## src/rtl/nand_quad_tester_ctrl.sv

```systemverilog
// Functional-test sequencer for a quad 2-input NAND package.
// Broadcasts the four (A,B) vectors 00,01,10,11 to every gate. Each vector
// is held for SETTLE_CYCLES cycles, then every Y bit is compared against
// ~(A&B). The result is reported as a per-gate fail mask and a PASS flag.
module nand_quad_tester_ctrl #(
  parameter int NGATE         = 4,
  parameter int SETTLE_CYCLES = 2
) (
  input  logic             CLK,
  input  logic             RST_N,
  input  logic             START,
  input  logic             ABORT,
  input  logic [NGATE-1:0] Y,
  output logic [NGATE-1:0] A,
  output logic [NGATE-1:0] B,
  output logic             BUSY,
  output logic             DONE,
  output logic             PASS,
  output logic [NGATE-1:0] FAIL_MASK
);

  localparam int CW = $clog2(SETTLE_CYCLES + 1);
  localparam logic [CW-1:0] SETTLE_RELOAD = CW'(SETTLE_CYCLES - 1);

  typedef enum logic [1:0] {
    S_IDLE,
    S_SETTLE,
    S_CHECK,
    S_REPORT
  } state_t;

  state_t           state_q, state_d;
  logic [1:0]       vec_q, vec_d;
  logic [CW-1:0]    settle_cnt_q, settle_cnt_d;
  logic [NGATE-1:0] mask_q, mask_d;
  logic             pass_q, pass_d;
  logic             busy_q, busy_d;

  // State and datapath registers; reset takes effect immediately, mid-run included.
  always_ff @(posedge CLK or negedge RST_N) begin
    if (!RST_N) begin
      state_q      <= S_IDLE;
      vec_q        <= '0;
      settle_cnt_q <= '0;
      mask_q       <= '0;
      pass_q       <= 1'b0;
      busy_q       <= 1'b0;
    end else begin
      state_q      <= state_d;
      vec_q        <= vec_d;
      settle_cnt_q <= settle_cnt_d;
      mask_q       <= mask_d;
      pass_q       <= pass_d;
      busy_q       <= busy_d;
    end
  end

  // Next-state logic and the A/B/DONE outputs that follow the current state.
  always_comb begin
    state_d      = state_q;
    vec_d        = vec_q;
    settle_cnt_d = settle_cnt_q;
    mask_d       = mask_q;
    pass_d       = pass_q;
    busy_d       = busy_q;
    A            = '0;
    B            = '0;
    DONE         = 1'b0;

    case (state_q)
      S_IDLE: begin
        // ABORT in IDLE blocks a simultaneous START.
        if (START && !ABORT) begin
          vec_d        = 2'd0;
          mask_d       = '0;
          pass_d       = 1'b0;
          settle_cnt_d = SETTLE_RELOAD;
          busy_d       = 1'b1;
          state_d      = S_SETTLE;
        end
      end

      S_SETTLE: begin
        A = {NGATE{vec_q[1]}};
        B = {NGATE{vec_q[0]}};
        if (ABORT) begin
          state_d      = S_IDLE;
          vec_d        = 2'd0;
          settle_cnt_d = '0;
          mask_d       = '0;
          pass_d       = 1'b0;
          busy_d       = 1'b0;
        end else if (settle_cnt_q == '0) begin
          state_d = S_CHECK;
        end else begin
          settle_cnt_d = settle_cnt_q - CW'(1);
        end
      end

      S_CHECK: begin
        A = {NGATE{vec_q[1]}};
        B = {NGATE{vec_q[0]}};
        if (ABORT) begin
          state_d      = S_IDLE;
          vec_d        = 2'd0;
          settle_cnt_d = '0;
          mask_d       = '0;
          pass_d       = 1'b0;
          busy_d       = 1'b0;
        end else begin
          mask_d = mask_q | (Y ^ {NGATE{~(vec_q[1] & vec_q[0])}});
          if (vec_q == 2'd3) begin
            // PASS is settled here so it is already valid alongside DONE.
            pass_d  = ~|mask_d;
            state_d = S_REPORT;
          end else begin
            vec_d        = vec_q + 2'd1;
            settle_cnt_d = SETTLE_RELOAD;
            state_d      = S_SETTLE;
          end
        end
      end

      S_REPORT: begin
        // ABORT is deliberately ignored so the report always completes.
        DONE    = 1'b1;
        busy_d  = 1'b0;
        state_d = S_IDLE;
      end

      default: begin
        state_d = S_IDLE;
      end
    endcase
  end

  assign BUSY      = busy_q;
  assign PASS      = pass_q;
  assign FAIL_MASK = mask_q;

endmodule

```

## config.mk

```make
export PLATFORM = sky130hd
export DESIGN_NAME = nand_quad_tester_ctrl
export DESIGN_NICKNAME = d
export VERILOG_FILES = /design/src/rtl/nand_quad_tester_ctrl.sv
export SDC_FILE = /design/constraint.sdc
export NUM_CORES = 1
export LEC_CHECK = 0
export ABC_AREA = 1
export CAP_MARGIN = 30
export CORE_UTILIZATION = 38
export DETAILED_ROUTE_END_ITERATION = 10
export PLACE_DENSITY = 0.68
export SLEW_MARGIN = 20
export SYNTH_ARGS = -nofsm -noshare
export SYNTH_HDL_FRONTEND = slang
export SYNTH_SLANG_ARGS = --single-unit
export TNS_END_PERCENT = 100
```

## constraint.sdc

```tcl
create_clock -name CLK -period 1.2 [get_ports CLK]
set_input_delay 0.24 -clock CLK [delete_from_list [all_inputs] [get_ports CLK]]
set_output_delay 0.24 -clock CLK [all_outputs]
set_load 0.005 [all_outputs]
```

**Yosys cells after proc, flatten, opt, wreduce, memory -nomap -nowiden**

Index checks and enable logic that the tools add are counted.

- Add/subtract/negate cells: 2
- Multipliers: 0
- Div/mod/pow operators: 0
- $lt $le $gt $ge: 0
- Equality and inequality tests: 11
- Shift-type cells: 0
- Mux-type cells: 30
- Bitwise operators: 4
- Reductions and logical operators: 14

Operators with widths:

| operator | number |
|---|---|
| $mux W2 | 13 |
| $mux W4 | 5 |
| $ne A3 B3 Y1 const B | 4 |
| $pmux W2 S3 | 2 |
| $pmux W4 S3 | 1 |
| $reduce_and A4 Y1 | 3 |
| $pmux W2 S4 | 1 |
| $eq A2 B2 Y1 const B | 3 |
| $mux W1 | 6 |
| $pmux W1 S3 | 2 |
| $logic_not A2 Y1 | 2 |
| $ne A2 B2 Y1 const B | 2 |
| $or A4 B4 Y4 | 1 |
| $reduce_and A2 Y1 | 2 |
| $reduce_or A4 Y1 | 1 |
| $xor A4 B4 Y4 | 1 |
| $reduce_and A3 Y1 | 1 |
| $reduce_bool A3 Y1 | 1 |
| $add A2 B1 Y2 const B | 1 |
| $eq A2 B1 Y1 const B | 1 |
| $logic_not A1 Y1 | 2 |
| $ne A2 B1 Y1 const B | 1 |
| $reduce_or A2 Y1 | 1 |
| $sub A2 B1 Y2 const B | 1 |
| other kinds (3) | 3 |

- Flip-flop bits (word level): 12
- Bits in latches: 0
- Memory bits (writable): 0
- Bits in read-only memories: 0
- Input bits: 8
- Word-level logic and storage cells: 67
- Memories: 0

**Depth between registers and ports, before layout**

- Word-level depth: 9
- Depth in mapped cells: 9

**Worst setup path after synthesis**

OpenSTA, ideal clock, no wires.

- Path kind: reg-to-reg
- From: register vec_q[0]
- To: register pass_q, in the netlist PASS
- Arrival: 1212 ps
- Data required time: 1135 ps
- Setup slack: -77 ps
- Stages on the path, launching flop included: 10
- Path buffers: 1
- Clock period less this slack: 1277 ps
- Path through: dfrtp_1 -> ha_1 -> buf_4 -> nand2_1 -> nand2_1 -> nor2_1 -> nand2_1 -> nor2_1 -> nand2_1 -> nand2_1

- Longest elaborated chain between the ends: 9

RTL lines:

| item | line | source |
|---|---|---|
| start, declared | 33 | `logic [1:0] vec_q, vec_d;` |
| start signal, assigned | 50 | `vec_q <= vec_d;` |
| $and A1 B1 Y1 | 111 | `mask_d = mask_q \| (Y ^ {NGATE{~(vec_q[1] & vec_q[0])}});` |
| $not A1 Y1 | 111 |  |
| $xor A4 B4 Y4 | 111 |  |
| $or A4 B4 Y4 | 111 |  |
| $reduce_or A4 Y1 | 114 | `pass_d = ~\|mask_d;` |
| $logic_not A1 Y1 | 114 |  |
| $mux W1 | 112 | `if (vec_q == 2'd3) begin` |
| $mux W1 | 103 | `if (ABORT) begin` |
| $pmux W1 S3 | 70 | `case (state_q)` |
| end signal, assigned | 53 | `pass_q <= pass_d;` |
| end, declared | 36 | `logic pass_q, pass_d;` |

Several ways; a longest one is shown, not always the timed one. The select of a mux whose other input is x is not followed.
A chain may end at the register's enable or synchronous reset.

**Worst setup path after layout**

- From: register state_q[1]
- To: output A[2]

- Longest elaborated chain between the ends: 3

RTL lines:

| item | line | source |
|---|---|---|
| start, declared | 32 | `state_t state_q, state_d;` |
| start signal, assigned | 49 | `state_q <= state_d;` |
| $eq A2 B2 Y1 / $eq A2 B1 Y1 (equally long branches) | 70 |  |
| $reduce_or A2 Y1 (no line) (*) | n/a |  |
| $mux W4 (*) | 70 |  |
| end, declared | 14 | `output logic [NGATE-1:0] A,` |

Mark *: on every way between the ends. The rest lies on a longest branch, timed or not.

==> summary.md <==
| Metric | Value |
|---|---|
| Area Overhead vs Synth | `67.2%` |
| Final Hold Viols | `0` |
| Critical path class | `reg2out` |
| Sum Neg Setup Slack | `-5230 ps` |
| 1st-iter DRT viols | `15` |
| CP endpoint kind | `output pin` |
| Register area | `300 µm²` |
| Period utilization | `1.27` |
| Mapped Avg Cell Area | `7.38 µm²` |
| Slew HR | `0.802` |
| Status | `complete, but fails checks` |
| First-pass GRT wire length | `3480 µm` |
| I/O pins | `23` |
| Total Wirelength | `2420 µm` |
| Routed via count | `894` |
| Non-filler cells in the finished layout | `190` |
| Initial Util | `0.422` |
| Fin worst setup slack | `-323 ps` |
| CTS buffer count | `3` |
| Die ar. | `0.00249 mm²` |
| Pleak | `0.764 nW` |
| Worst Tran Pin Value | `295 ps` |
| 1st-pass router iterations | `4` |
| Arr. time, crit path | `1280 ps` |
| Vias in the first global route | `809` |
| Hpwl dp | `1470 µm` |
| Ranking of synthesized cells by area | `dfrtp_1, nand2_1, ha_1` |
| Clock root cell | `clkbuf_4` |
| Placer Congestion | `0.864` |
| Fillcell total | `156` |
| Largest net degree at the start of global routing | `13` |
| CTS tree | `built` |
| Yosys top cell area share | `0.345` |
| Most frequent cells in the layout | `nand2_1, buf_4, dfrtp_1, nand2_2, buf_2` |
| Initial antenna violation count | `0` |
| Yosys warnings | `0` |
| Fraction of layout cells with a size suffix above 1 | `0.552` |
| Commonest non-fill, non-tap cell in the layout | `nand2_1` |
| ANT cells | `0` |
| Critical-path cell list | `buf_6 > inv_4 > ha_4 > nand2_2 > inv_2 > buf_2` |
| PwrDens | `1950 mW/mm²` |
| Die Width | `49.9 µm` |
| Die H | `49.9 µm` |
| Core ar. | `0.00206 mm²` |
| Synth cell types | `20` |
| Final antenna-violating net count | `0` |
| Fmax | `0.657 GHz` |
| Yosys top cell by area | `dfrtp_1` |
| Synth Net Count | `132` |
| # nets final | `178` |
| Max Cap Viol | `0` |
| Hold Crit Class | `in2async` |
| Max IR drop VDD | `1.42 mV` |
| Num Clock Sinks | `12` |
| Grt ovf | `0` |
| Multi-input logic area | `623 µm²` |
| Minimum clock period | `1520 ps` |
| Placed insts | `178` |
| Failing checks | `negative setup slack` |
| Synthesized area | `871 µm²` |
| # port buffers | `22` |
| Final number of max-transition violations | `0` |
| Final setup fails | `21` |
| # DRC | `0` |
| CP Launch Type | `register` |
| Clock Tree Buf Depth | `2` |
| Crit-path slowest cell | `dfrtp_1` |
| WL/cell | `12.7 µm` |
| CP Max Fanout | `4` |
| WP data required | `960 ps` |
| Final Skew | `1.79 ps` |
| Core Rows | `16` |
| RSZ-0062 raised after global routing | `true` |
| Clk_lat worst skew | `280 ps` |
| Via-per-instance ratio | `4.71` |
| Total track usage | `0.187` |
| FF+latch count, synth | `12` |
| Seq/Total Area, Yosys | `0.345` |
| Synth Instances | `118` |
| H-tree levels | `1` |
| CP peak stage delay | `400 ps` |
| CTS clk-pin slew, worst paths | `80 ps` |
path summary, 6_finish.rpt:
path	start	to	slack [ps]	cells after the start
max	state_q[1]	A[2]	-320	6
min	RST_N	BUSY	260	2
max reg2reg	state_q[1]	vec_q[1]	-270	9
min reg2reg	BUSY	BUSY	500	2
max in group asynchronous	RST_N	PASS	780	2
min in group CLK	BUSY	BUSY	500	2
power breakdown:
part / switching, mW / internal (mW)
Combinational: 0.999 / 0.933
Sequential: 0.0543 / 0.511
Clock: 0.153 / 0.185
Total: 1.21 / 1.63
synth_stat cells:
master,count
a21oi_1,1
a21oi_2,1
a22oi_1,1
buf_4,7
dfrtp_1,12
ha_1,6
inv_1,15
inv_2,1
nand2_1,40
nand2_2,1
nand2_4,3
nand3_1,3
nand3_2,1
nor2_1,11
nor2_2,4
nor2_4,1
nor3_1,1
o21ai_0,1
o21ai_1,3
o21ai_2,5
worst max-delay path: cells and delay by family (launching register included):
family	cells	cell delay [ps]
and+or+nand+nor	1	60
adders and majority gates	1	210
DFF	1	400
buffers and inverters	4	350
layout make-up:
type / count / area share
Timing Repair Buffer: 48 / 0.270
Multi-Input combinational cell: 83 / 0.428
Tap cell: 27 / 0.0232
Inverter: 16 / 0.0481
Clock buffer: 4 / 0.0249
Sequential cell: 12 / 0.206
sequential cells by signal, summed over array words and instances (netlist names):
| register | cells |
|---|---|
| settle_cnt_q | 2 |
| BUSY | 1 |
| PASS | 1 |
| state_q | 2 |
| FAIL_MASK | 4 |
| vec_q | 2 |
routing by layer:
layer  global-route usage  vias up  wire [µm]  share of wire
li1                     -      445          -              -
met5                    0        -          0              0
met3               0.0309        8         86          0.036
met2                0.324       22       1190           0.49
met4               0.0714        0         80          0.033
met1                0.228      419       1060           0.44
through the flow:
step                      worst slack (ps)  area, µm²  total power, mW  utilization  hold WS, ps
final                                 -323       1460             2.83        0.706          256
after global routing                  -383       1460             3.04        0.706          273
after CTS                             -309       1360             2.49        0.658          258
after detailed placement              -414       1220             1.84        0.594          475
after global placement                -362       1220             1.82        0.594          469
after floorplan                      -55.8        892             1.33            -        -55.6
kinds of logic (layout without fill, tap and decap cells):
group	Yosys count	after routing	share of synthesized area
buffers and inverters	23	68	0.129
AOI/OAI and AO/OA	12	12	0.0977
and+or+nand+nor	65	65	0.342
adders and majority gates	6	6	0.0862
DFF	12	12	0.345
repair_timing:
action / 4_1_cts / 5_1_grt
pin swaps: 13 / 9
buffers inserted: 6 / 3
hold buffers: 0 / 0
setup endpoints to repair: 27 / 24
resized for setup: 65 / 26
Power figures use the tool's default switching activity.
